$ cat src/rtl/seq_adder_pkg.sv
// Shared types and default sizing for the chunk-serial adder.
package seq_adder_pkg;

    localparam int unsigned DefaultWidth = 16;
    localparam int unsigned DefaultChunk = 4;

    typedef enum logic [1:0] {
        StIdle,
        StRun,
        StDone
    } state_e;

endpackage

$ cat src/rtl/chunk_adder.sv
// Combinational CHUNK-bit adder with carry in and carry out.
module chunk_adder #(
    parameter int unsigned CHUNK = 4
) (
    input  logic [CHUNK-1:0] a,
    input  logic [CHUNK-1:0] b,
    input  logic             cin,
    output logic [CHUNK-1:0] sum,
    output logic             cout
);

    logic [CHUNK:0] total;

    assign total = {1'b0, a} + {1'b0, b} + {{CHUNK{1'b0}}, cin};
    assign sum   = total[CHUNK-1:0];
    assign cout  = total[CHUNK];

endmodule

$ cat src/rtl/seq_adder.sv
// Chunk-serial add/subtract unit: one CHUNK-bit slice per cycle, valid/ready on both sides.
module seq_adder
    import seq_adder_pkg::*;
#(
    parameter int unsigned WIDTH = DefaultWidth,
    parameter int unsigned CHUNK = DefaultChunk
) (
    input  logic             clk,
    input  logic             rst_n,
    input  logic             in_valid,
    output logic             in_ready,
    input  logic [WIDTH-1:0] a,
    input  logic [WIDTH-1:0] b,
    input  logic             cin,
    input  logic             sub,
    output logic             out_valid,
    input  logic             out_ready,
    output logic [WIDTH-1:0] sum,
    output logic             cout,
    output logic             ovf,
    output logic             busy
);

    localparam int unsigned NCHUNK = WIDTH / CHUNK;
    localparam int unsigned IDX_W = (NCHUNK > 1) ? $clog2(NCHUNK) : 1;
    localparam logic [IDX_W-1:0] LAST_IDX = IDX_W'(NCHUNK - 1);

    state_e                        state_q;
    logic [NCHUNK-1:0][CHUNK-1:0]  a_q;
    logic [NCHUNK-1:0][CHUNK-1:0]  b_q;
    logic [NCHUNK-1:0][CHUNK-1:0]  sum_q;
    logic                          carry_q;
    logic [IDX_W-1:0]              idx_q;
    logic                          cout_q;
    logic                          ovf_q;
    logic                          in_ready_q;
    logic                          out_valid_q;
    logic                          busy_q;

    logic [CHUNK-1:0]              chunk_sum;
    logic                          chunk_cout;

    chunk_adder #(
        .CHUNK(CHUNK)
    ) u_chunk_adder (
        .a   (a_q[idx_q]),
        .b   (b_q[idx_q]),
        .cin (carry_q),
        .sum (chunk_sum),
        .cout(chunk_cout)
    );

    // b_q holds the effective operand (inverted for subtract) so RUN never looks at mode.
    always_ff @(posedge clk or negedge rst_n) begin
        if (!rst_n) begin
            state_q     <= StIdle;
            a_q         <= '0;
            b_q         <= '0;
            sum_q       <= '0;
            carry_q     <= 1'b0;
            idx_q       <= '0;
            cout_q      <= 1'b0;
            ovf_q       <= 1'b0;
            in_ready_q  <= 1'b1;
            out_valid_q <= 1'b0;
            busy_q      <= 1'b0;
        end else begin
            unique case (state_q)
                StIdle: begin
                    if (in_valid) begin
                        a_q        <= a;
                        b_q        <= sub ? ~b : b;
                        carry_q    <= sub ? 1'b1 : cin;
                        idx_q      <= '0;
                        state_q    <= StRun;
                        in_ready_q <= 1'b0;
                        busy_q     <= 1'b1;
                    end
                end
                StRun: begin
                    sum_q[idx_q] <= chunk_sum;
                    carry_q      <= chunk_cout;
                    idx_q        <= idx_q + 1'b1;
                    if (idx_q == LAST_IDX) begin
                        cout_q      <= chunk_cout;
                        ovf_q       <= (a_q[NCHUNK-1][CHUNK-1] == b_q[NCHUNK-1][CHUNK-1]) &&
                                       (chunk_sum[CHUNK-1] != a_q[NCHUNK-1][CHUNK-1]);
                        idx_q       <= '0;
                        state_q     <= StDone;
                        busy_q      <= 1'b0;
                        out_valid_q <= 1'b1;
                    end
                end
                StDone: begin
                    if (out_ready) begin
                        state_q     <= StIdle;
                        out_valid_q <= 1'b0;
                        in_ready_q  <= 1'b1;
                    end
                end
                default: state_q <= StIdle;
            endcase
        end
    end

    assign in_ready  = in_ready_q;
    assign out_valid = out_valid_q;
    assign busy      = busy_q;
    assign sum       = sum_q;
    assign cout      = cout_q;
    assign ovf       = ovf_q;

endmodule

$ cat config.mk
export PLATFORM = sky130hd
export DESIGN_NAME = seq_adder
export DESIGN_NICKNAME = d
export VERILOG_FILES = /design/src/rtl/seq_adder_pkg.sv /design/src/rtl/chunk_adder.sv /design/src/rtl/seq_adder.sv
export SDC_FILE = /design/constraint.sdc
export NUM_CORES = 1
export LEC_CHECK = 0
export BUFFER_PORTS_ARGS = -buffer_cell sky130_fd_sc_hd__buf_2
export CORE_ASPECT_RATIO = 0.7
export CORE_UTILIZATION = 39
export CTS_CLUSTER_DIAMETER = 40
export CTS_CLUSTER_SIZE = 12
export DETAILED_ROUTE_END_ITERATION = 6
export SYNTH_ARGS = -nofsm -noshare
export SYNTH_HDL_FRONTEND = slang
export SYNTH_SLANG_ARGS = --single-unit
$ cat constraint.sdc
create_clock -name clk -period 2.6 [get_ports clk]
set_input_delay 0.13 -clock clk [delete_from_list [all_inputs] [get_ports clk]]
set_output_delay 0.13 -clock clk [all_outputs]
set_load 0.05 [all_outputs]
# Yosys cells after proc, flatten, opt, wreduce, memory -nomap -nowiden

Index checks and enable logic that the tools add are counted.

Logic and storage cells: 74
Register bits after elaboration: 58
Output and inout port bits: 21

Order comparisons: 2
Reductions and logical operators: 13
Add/subtract/negate cells: 3
Bitwise operators: 1
Eq/ne operators: 8
Mux-type cells: 27

Operators with widths:

| kind                                                        | count |
|---|---|
| binary-select mux 4 bit (select 2 bit)                      | 2 |
| bitwise mux 16 bit                                          | 1 |
| 2-to-1 mux 16 bit                                           | 1 |
| NOT 16 bit                                                  | 1 |
| 2-to-1 mux 4 bit                                            | 3 |
| AND reduction 3 bit                                         | 4 |
| 2-to-1 mux 2 bit                                            | 5 |
| demux 4 bit (select 2 bit)                                  | 1 |
| 2-to-1 mux 1 bit                                            | 8 |
| case mux 1 bit (2 select lines)                             | 4 |
| inequality test 2 bit (second input constant)               | 3 |
| case mux 2 bit (3 select lines)                             | 1 |
| AND reduction 2 bit                                         | 3 |
| nonzero test 2 bit                                          | 3 |
| adder 4 x 4 -> 5 bit                                        | 1 |
| adder 5 x 1 -> 5 bit                                        | 1 |
| equality test 2 bit (second input constant)                 | 2 |
| case mux 2 bit (2 select lines)                             | 1 |
| less-than comparator 2 x 3 -> 1 bit (second input constant) | 1 |
| adder 2 x 1 -> 2 bit (second input constant)                | 1 |
| equality test 2 x 1 -> 1 bit (second input constant)        | 1 |
| >= comparator 2 x 1 -> 1 bit (second input constant)        | 1 |
| logical AND 1 bit                                           | 2 |
| logical NOT 2 bit                                           | 1 |
| 2 further kinds                                             | 2 |

# Longest topological paths before layout

Gate-level depths: netlist of run 1.

Depth after elaboration: 6
Depth in mapped cells: 8

# Cells and area by module

From an unflattened synthesis of run 1, not the netlist that was laid out.

Cells, all modules: 251
Area, all modules: 2,867.8 sq um

Modules (own cells, without submodules):

| module      | sequential area each (sq um) | instances | area each (sq um) | cells each |
|---|---|---|---|---|
| seq_adder   | 1,452.6                      | 1         | 2,723.9           | 235 |
| chunk_adder | 0.0                          | 1         | 143.9             | 16 |

# Worst setup path after synthesis of run 1

No wires, ideal clock.

Path type: register to register
Start: register idx_q[0]
End: register carry_q
Slack: 0.055 ns
Stages on the path, launching flop included: 9
Library setup time: 0.138 ns
Clock period less this slack: 2.545 ns
Data arrival time: 2.407 ns
Path buffers: 1
Path through: dfrtp_1 > buf_2 > mux4_2 > fa_1 > fa_1 > a21oi_1 > nor2_1 > nor2_1 > o221ai_1

Longest elaborated chain between the ends: 5

RTL lines:

| what                                                             | RTL line                         | RTL |
|---|---|---|
| start: declaration                                               | seq_adder.sv:33                  | `logic [IDX_W-1:0] idx_q;` |
| start signal: assignment                                         | seq_adder.sv:83                  | `idx_q <= idx_q + 1'b1;` |
| binary-select mux 4 bit (select 2 bit), on equally long branches | seq_adder.sv:46, seq_adder.sv:47 |  |
| 2-to-1 mux 4 bit, on equally long branches                       | seq_adder.sv:46, seq_adder.sv:47 |  |
| adder 4 x 4 -> 5 bit (*)                                         | chunk_adder.sv:14                | `assign total = {1'b0, a} + {1'b0, b} + {{CHUNK{1'b0}}, cin};` |
| adder 5 x 1 -> 5 bit (*)                                         | chunk_adder.sv:14                |  |
| case mux 1 bit (2 select lines) (*)                              | seq_adder.sv:68                  | `unique case (state_q)` |
| end signal: assignment                                           | seq_adder.sv:73                  | `carry_q <= sub ? 1'b1 : cin;` |
| end signal: assignment                                           | seq_adder.sv:82                  | `carry_q <= chunk_cout;` |
| end: declaration                                                 | seq_adder.sv:32                  | `logic carry_q;` |

Every way passes the cells marked *; elsewhere a longest branch is shown, timed or not. The select of a mux whose other input is x is not followed.
A chain may end at the register's enable or synchronous reset.

# Final worst setup path of run 1

Same ends and word-level chain as after synthesis.

==> results.cfg, run 1 <==
[timing]
setup_tns_ns = 0
period_minus_slack_ns = 2.51
setup_viol = 0
worst_pin_slew_ns = 0.854
fin_ws_ns = 0.0899
fmax_mhz = 398
maxSlewHeadroom_pct = 43.0
maxSlewViolCount = 0
fin_crit_sh_pct = 96.5
hold_violations = 0
whs_ns = 0.0250
skew_ns = 0.00525

[placed_design]
placed_cells = 396
io_buffer_count = 58
place_congestion = 0.752
dpl.hpwl_um = 3980
dpl_cell_area_um2 = 3070
pre_cts_slack_ns = -0.0342

[finish]
fin_area_um2 = 3430
drive_gt1_share_pct = 30.4
antenna_cells = 0
final_cell_mix = 81 x nand2_1, 58 x buf_2, 56 x dfrtp_1
final_cell_count_no_fill = 427
final_common_cell = nand2_1
syn2layout_area_growth_pct = 27.9
fin_util_pct = 53.4
finalNetCount = 378
fill_cells = 610

[cts]
cts_tree = yes
htreeDepth = 3
clock-sinks = 58
clk-insertion-delay-late_ns = 0.33
cts_made_buffers = 9
clockBufferDepth = 2
clkTransAtPathRegs_ns = 0.06
cts_root_buf = clkbuf_8
post_cts_buffers = 0

[logic_synthesis]
synthesis.nets = 301
yosys-top-cells-area = dfrtp_1 53%, nand2_1 11%, mux4_2 6.7%, xnor2_1 5.5%, o21ai_0 5.0%
syn_area_per_cell_um2 = 10.6
ys.flop_type = dfrtp_1
synth.largest_area_cell = dfrtp_1
postSynth.asyncResetShare_pct = 100
yosysWarnings = 0
synth_top_area_share_pct = 53.1
syn_area_um2 = 2690
synth_cells = 254
synth_edf_count = 0
synth_cell_types = 26
synth-seq-cells = 58
ys_seq_area_share_pct = 54.1

[drt]
antenna_left = 0
drcViolationCount = 0
routed_wl_um = 5580
vias = 2001
via_per_inst = 4.69
drt_pass1_iterations = 4
wl_per_cell_um = 13.1
drt_iter0_drc = 74

[run_status]
status = finished clean

[hold_path]
hold_class = in -> reg
hold_depth = 3

[worst_setup_path]
rr_worst_depth = 7
cp-end-kind = flop
cp_data_required_time_ns = 2.78
crit_arrival_ns = 2.69
crit_fanout = 5
r2r_slack_ns = 0.09
start_kind = flop
critPathKind = reg -> reg

[floorplanning]
fp-row-count = 24
die_x_um = 101
dieArea_um2 = 7230
core_area_um2 = 6430
die_y_um = 71.4
start_util_pct = 41.8
ios = 59

[global_route]
grt_max_degree = 54
grt-ovfl-total = 0
grt_pass1_wl_um = 9610
first_global_vias = 1966
grt_util_all_layers_pct = 18.0
antenna_found_initial = 0

[power]
irDropWorstVdd_mv = 0.508
p_leak_nw = 1.67
powerDensity_nw_per_um2 = 1470
power_mw = 5.06

[run]
max-cap-violations = 0
## cells by family (layout without fill, tap and decap cells)
logic type,Yosys count,after routing,share of synthesized area (%)
DFF,58,58,54.1
AOI/OAI and AO/OA,40,40,8.01
muxes,16,16,10.1
adders and majority gates,9,9,4.75
xor gates and xnor gates,17,17,5.54
buffers and inverters,17,99,2.84
and+or+nand+nor,97,97,14.7
## power breakdown
| group | internal [mW] | switching [mW] | leakage, nW | total (mW) |
|---|---|---|---|---|
| registers | 1.34 | 0.280 | 0.707 | 1.62 |
| logic | 1.03 | 1.63 | 0.863 | 2.66 |
| clock network | 0.435 | 0.351 | 0.0958 | 0.786 |
| total | 2.80 | 2.26 | 1.67 | 5.06 |
## area by class of cell
cell class	instances	area (um2)	area share, %
Timing Repair Buffer	78	482	14.0
Sequential cell	58	1450	42.3
Inverter	5	18.8	0.546
Multi-Input combinational cell	179	1180	34.4
Clock inverter	6	57.6	1.68
Tap cell	91	114	3.32
Clock buffer	10	128	3.72
## cells in the mapped netlist, drive strengths merged (2+ instances only)
| master | count |
|---|---|
| buf | 10 |
| nand2b | 2 |
| xnor2 | 17 |
| nand2 | 81 |
| nor2 | 5 |
| dfrtp | 57 |
| o21ai | 28 |
| or2 | 2 |
| inv | 5 |
| fa | 2 |
| a21oi | 7 |
| o31ai | 2 |
| clkbuf | 2 |
| mux4 | 8 |
| ha | 7 |
| nand3 | 4 |
| mux2 | 8 |
## worst max-delay path, cell delays in order (launching register included)
cell and delay [ns]:
dfrtp_2 0.44, mux4_2 0.54, fa_1 0.44, fa_1 0.44, a21oi_1 0.17, nor2_1 0.07, nor2_1 0.12, o221ai_1 0.13
## flip-flops by register name, summed over array words and instances, names as in the netlist
signal     flops
a_q           16
carry_q        1
idx_q          2
busy           1
state_q        2
sum           16
in_ready       1
b_q           16
ovf            1
out_valid      1
cout           1
## repair_timing
item	in CTS	in global routing
hold buffers	15	0
gates resized for setup	1	5
hold endpoints to repair	41	0
endpoints found under the setup margin	4	5
pin swaps	0	0
## path summary, 6_finish.rpt
| check | start | end |
|---|---|---|
| setup / recovery | idx_q[0]$_DFFE_PN0P_ | carry_q$_DFFE_PN0P_ |
| hold / removal | a[2] | a_q[2]$_DFFE_PN0P_ |
| setup reg to reg | idx_q[0]$_DFFE_PN0P_ | carry_q$_DFFE_PN0P_ |
| hold reg to reg | a_q[5]$_DFFE_PN0P_ | a_q[5]$_DFFE_PN0P_ |
| max in group asynchronous | rst_n | idx_q[0]$_DFFE_PN0P_ |
| min in group asynchronous | rst_n | out_valid$_DFFE_PN0P_ |
## per-layer routing
metal	vias to the layer above	GRT usage [%]	part of all wire, %
li1	1002	-	-
met1	934	26.0	52
met2	59	25.2	42
met3	6	7.71	5.3
met4	0	3.38	0.70
met5	-	0	0
Power figures use the tool's default switching activity.
==> run 2, diff against run 1 <==
--- a/config.mk
+++ b/config.mk
@@ -6,11 +6,14 @@
 export NUM_CORES = 1
 export LEC_CHECK = 0
 export BUFFER_PORTS_ARGS = -buffer_cell sky130_fd_sc_hd__buf_2
+export CELL_PAD_IN_SITES_DETAIL_PLACEMENT = 0
+export CELL_PAD_IN_SITES_GLOBAL_PLACEMENT = 1
 export CORE_ASPECT_RATIO = 0.7
-export CORE_UTILIZATION = 39
+export CORE_UTILIZATION = 37
 export CTS_CLUSTER_DIAMETER = 40
 export CTS_CLUSTER_SIZE = 12
 export DETAILED_ROUTE_END_ITERATION = 6
+export PLACE_DENSITY_LB_ADDON = 0.1
 export SYNTH_ARGS = -nofsm -noshare
 export SYNTH_HDL_FRONTEND = slang
 export SYNTH_SLANG_ARGS = --single-unit
==> results.cfg, run 2 (synthesis results as in run 1) <==
[run_status]
status = finished clean

[global_route]
grt_util_all_layers_pct = 17.5
grt_max_degree = 54
grt-busiest-layer = met2
use_met3_pct = 5.77
grt-ovfl-total = 0
antenna_found_initial = 0
grt_use_met2_pct = 25.3
first_global_vias = 1908
grt_pass1_wl_um = 9940
use_met1_pct = 24.8

[timing]
hold_violations = 0
maxSlewHeadroom_pct = 41.5
period_minus_slack_ns = 2.44
maxSlewViolCount = 0
worst_pin_slew_ns = 0.877
fin_ws_ns = 0.159
rsz0062_at_grt = false
setup_tns_ns = 0
setup_viol = 0
skew_ns = 0.00790
fmax_mhz = 410
fin_crit_sh_pct = 93.9

[worst_setup_path]
crit_slowest_cell = mux4_2
cpPeakStageDelay_ns = 0.54
cp-end-kind = flop
critPathKind = reg -> reg
critPathBufInv = 1
crit_arrival_ns = 2.69
path_cells = buf_4 > mux4_2 > ha_4 > nand3_1 > and3_1 > or4_1 > a41oi_1
r2r-start = idx_q[0]$_DFFE_PN0P_
cp_data_required_time_ns = 2.85
start_kind = flop
crit_fanout = 6
path_delay_family = simple AND/OR/NAND/NOR gates
worstSetupStartpoint = idx_q[0]$_DFFE_PN0P_
r2r_slack_ns = 0.16

[floorplanning]
die_y_um = 73.3
start_util_pct = 39.0
ios = 59
fp-row-count = 25
core_area_um2 = 6880
dieArea_um2 = 7610
die_x_um = 104

[placed_design]
io_buffer_count = 58
pre_cts_slack_ns = 0.00439
place_congestion = 0.756
dpl.hpwl_um = 4110

[run]
max-cap-violations = 0

[drt]
antenna_left = 0
vias = 1987
drt_iter0_drc = 63
drcViolationCount = 0
wl_per_cell_um = 13.7
routed_wl_um = 5930
via_per_inst = 4.60
drt_pass1_iterations = 4

[finish]
antenna_cells = 0
drive_gt1_share_pct = 31.7
syn2layout_area_growth_pct = 31.1
finalNetCount = 380
multi_input_area_um2 = 1190
fin_util_pct = 51.2
final_cell_mix = 81 x nand2_1, 58 x buf_2, 56 x dfrtp_1
regArea_um2 = 1450
fill_cells = 660
final_common_cell = nand2_1

[cts]
clkTransAtPathRegs_ns = 0.07
clk-insertion-delay-late_ns = 0.33
cts_root_buf = clkbuf_8
post_cts_buffers = 0
clock-sinks = 58
cts_made_buffers = 9
htreeDepth = 3
cts_tree = yes
clockBufferDepth = 2

[hold_path]
hold_class = in -> reg
min-delay-start = a[3]

[power]
powerDensity_nw_per_um2 = 1520
p_switching_mw = 2.28
p_comb_share_pct = 50.3
p_int_mw = 3.07
seqPwrFrac_pct = 30.3
clkPwrFrac_pct = 19.4
p_leak_nw = 1.71
irDropWorstVdd_mv = 0.564
swShare_pct = 42.6
run 2: changes by cell type in the layout (fill, tap and decap cells not counted), sizes merged:
cell      before  now
buf           63   65
bufinv         1    3
clkinv         4    2
clkbuf        10   11
clkinvlp       1    0
run 2: worst min-delay path: stages:
cell     delay (ns)
buf_2          0.07
nand2_1        0.05
nand2_1        0.06
run 2: per-stage QoR:
step	hold WS (ns)	instance area, um2	total power, mW	cells
CTS	0.00296	3490	5.28	432
finish	0.0189	3520	5.36	432
detailed placement	0.230	3090	4.20	401
floorplan	-0.166	2690	3.47	254
global route	0.0130	3520	5.79	432
global placement	0.225	3090	4.17	401
run 2: final timing paths:
kind	to	depth (start not counted)
setup / recovery	ovf$_DFFE_PN0P_	7
hold reg to reg	a_q[10]$_DFFE_PN0P_	2
max in group asynchronous	idx_q[0]$_DFFE_PN0P_	3
min in group asynchronous	b_q[2]$_DFFE_PN0P_	2
setup reg to reg	ovf$_DFFE_PN0P_	7
hold / removal	a_q[3]$_DFFE_PN0P_	3
run 2: area by class of cell:
class / instances / share of cell area, %
inverters: 5 / 0.533
multi-input cells: 179 / 33.7
repair buffers: 80 / 14.0
well taps: 94 / 3.34
clock inverters: 5 / 2.84
clock buffers: 11 / 4.30
flip-flops and latches: 58 / 41.3
run 2: timing repair:
item	CTS	global route
endpoints found under the setup margin	3	6
resized for setup	1	5
hold endpoints to repair	42	0
gates cloned	0	0
hold buffers	15	0
pin swaps	0	0
run 2: power groups by stage:
| stage | registers, mW | clock network (mW) | logic (mW) |
|---|---|---|---|
| detailed placement | 1.64 | 0 | 2.56 |
| finish | 1.62 | 1.04 | 2.69 |
| global route | 1.69 | 1.11 | 3.00 |
| global placement | 1.65 | 0 | 2.52 |
| CTS | 1.63 | 1.06 | 2.59 |
| floorplan | 2.04 | 0 | 1.43 |
run 2: routing by layer:
metal / part of all wire, % / up-vias
li1: - / 1005
met1: 51 / 929
met2: 43 / 45
met3: 4.9 / 8
met4: 1.3 / 0
met5: 0 / -
==> run 3, diff against run 2 <==
--- a/config.mk
+++ b/config.mk
@@ -14,6 +14,7 @@
 export CTS_CLUSTER_SIZE = 12
 export DETAILED_ROUTE_END_ITERATION = 6
 export PLACE_DENSITY_LB_ADDON = 0.1
+export SLEW_MARGIN = 20
 export SYNTH_ARGS = -nofsm -noshare
 export SYNTH_HDL_FRONTEND = slang
 export SYNTH_SLANG_ARGS = --single-unit
==> constraint.sdc (replaced) <==
create_clock -name clk -period 2.6 [get_ports clk]
set_input_delay 0.26 -clock clk [delete_from_list [all_inputs] [get_ports clk]]
set_output_delay 0.26 -clock clk [all_outputs]
set_load 0.05 [all_outputs]
==> results.cfg, run 3 (synthesis results as in run 1) <==
[worst_setup_path]
r2r-start = idx_q[0]$_DFFE_PN0P_
crit_fanout = 6
cp_data_required_time_ns = 2.79
crit_arrival_ns = 2.66
critPathKind = reg -> reg
r2r_slack_ns = 0.13
cp-end-kind = flop
start_kind = flop
timing.rr.end = carry_q$_DFFE_PN0P_
rr_worst_depth = 7

[drt]
antenna_left = 0
drt_iter0_drc = 96
wl_met1_um = 2830
top_layer = met4
wl_met2_um = 2310
drt_pass1_iterations = 4
routed_wl_um = 5540
via_per_inst = 4.65
drcViolationCount = 0
wl_per_cell_um = 13.2
vias = 1949
wl_met3_um = 351

[floorplanning]
die_x_um = 104
dieArea_um2 = 7610
ios = 59
die_y_um = 73.3
core_area_um2 = 6880
start_util_pct = 39.0
fp-row-count = 25

[timing]
fin_crit_sh_pct = 94.9
rsz0062_at_grt = false
worst_pin_slew_ns = 0.858
skew_ns = 0.0102
setup_viol = 0
maxSlewViolCount = 0
hold_violations = 0
fmax_mhz = 405
period_minus_slack_ns = 2.47
maxSlewHeadroom_pct = 42.8

[hold_path]
hold_depth = 3
whs_endpoint = a_q[12]$_DFFE_PN0P_
min-delay-start = a[12]
hold_class = in -> reg

[cts]
clk-insertion-delay-late_ns = 0.34
cts_tree = yes
clockBufferDepth = 2
cts_root_buf = clkbuf_8
clkTransAtPathRegs_ns = 0.07
htreeDepth = 3
cts_made_buffers = 9
clock-sinks = 58

[finish]
syn2layout_area_growth_pct = 25.4
finalNetCount = 367
final_common_cell = nand2_1
fin_area_um2 = 3370
antenna_cells = 0
drive_gt1_share_pct = 32.3
final_cell_mix = 81 x nand2_1, 58 x buf_2, 56 x dfrtp_1

[global_route]
grt-ovfl-total = 0
grt_max_degree = 54
antenna_found_initial = 0
grt_util_all_layers_pct = 16.6
grt_pass1_wl_um = 9520
first_global_vias = 1882

[placed_design]
dpl.hpwl_um = 4010
place_congestion = 0.758
io_buffer_count = 58
dpl_cell_area_um2 = 3090

[power]
powerDensity_nw_per_um2 = 1560
power_mw = 5.25
p_leak_nw = 1.64
irDropWorstVdd_mv = 0.573

[run]
max-cap-violations = 0

[run_status]
status = finished clean
==> run 3: how the worst max path moves through the flow <==
stage,depth (start not counted),slack (ns),startpoint,to
floorplan,8,0.06,idx_q[0]$_DFFE_PN0P_,carry_q$_DFFE_PN0P_
global placement,5,0.05,idx_q[0]$_DFFE_PN0P_,sum[6]$_DFFE_PN0P_
detailed placement,7,-0.02,idx_q[0]$_DFFE_PN0P_,carry_q$_DFFE_PN0P_
CTS,7,0.08,idx_q[0]$_DFFE_PN0P_,carry_q$_DFFE_PN0P_
global route,7,0.01,idx_q[0]$_DFFE_PN0P_,carry_q$_DFFE_PN0P_
finish,7,0.13,idx_q[0]$_DFFE_PN0P_,carry_q$_DFFE_PN0P_
==> run 3: per-stage QoR <==
| step | TNS (ns) | utilization, % | setup slack (ns) | hold slack (ns) | cells |
|---|---|---|---|---|---|
| final | 0 | 48.9 | 0.132 | 0.112 | 419 |
| after global placement | 0 | 44.9 | 0.0534 | 0.207 | 401 |
| after global routing | 0 | 48.9 | 0.0119 | 0.0938 | 419 |
| after floorplan | 0 | - | 0.0550 | -0.0356 | 254 |
| after CTS | 0 | 48.5 | 0.0791 | 0.0965 | 418 |
| after detailed placement | -0.0304 | 44.9 | -0.0166 | 0.207 | 401 |
==> run 3: cell type report <==
type / instances / area, um2
clock buffers: 11 / 131
inverters: 5 / 18.8
fillers: 680 / 3510
well taps: 94 / 118
multi-input cells: 179 / 1180
clock inverters: 5 / 103
repair buffers: 67 / 360
flip-flops and latches: 58 / 1450
==> run 3: routing by layer <==
| layer | track usage, % | vias up |
|---|---|---|
| li1 | - | 988 |
| met1 | 23.0 | 905 |
| met2 | 23.9 | 51 |
| met3 | 7.01 | 5 |
| met4 | 4.29 | 0 |
| met5 | 0 | - |
==> run 3: where the power goes <==
part	internal (mW)	total [mW]	switching, mW
Clock	0.636	0.987	0.351
Sequential	1.34	1.62	0.281
Combinational	1.03	2.64	1.61
==> run 3: critical path, cell delays in order, from the launching register on <==
cell,delay (ns)
dfrtp_2,0.44
mux4_2,0.54
fa_1,0.44
fa_1,0.44
a21oi_1,0.15
nor2_1,0.06
nor2_2,0.12
o221ai_1,0.13
==> run 3: repair_timing <==
item                                    in CTS  in global routing
setup buffers                                0                  1
gates resized for setup                      1                  4
endpoints found under the setup margin       5                  7
endpoints found under the hold margin       15                  0
hold buffers                                 1                  0
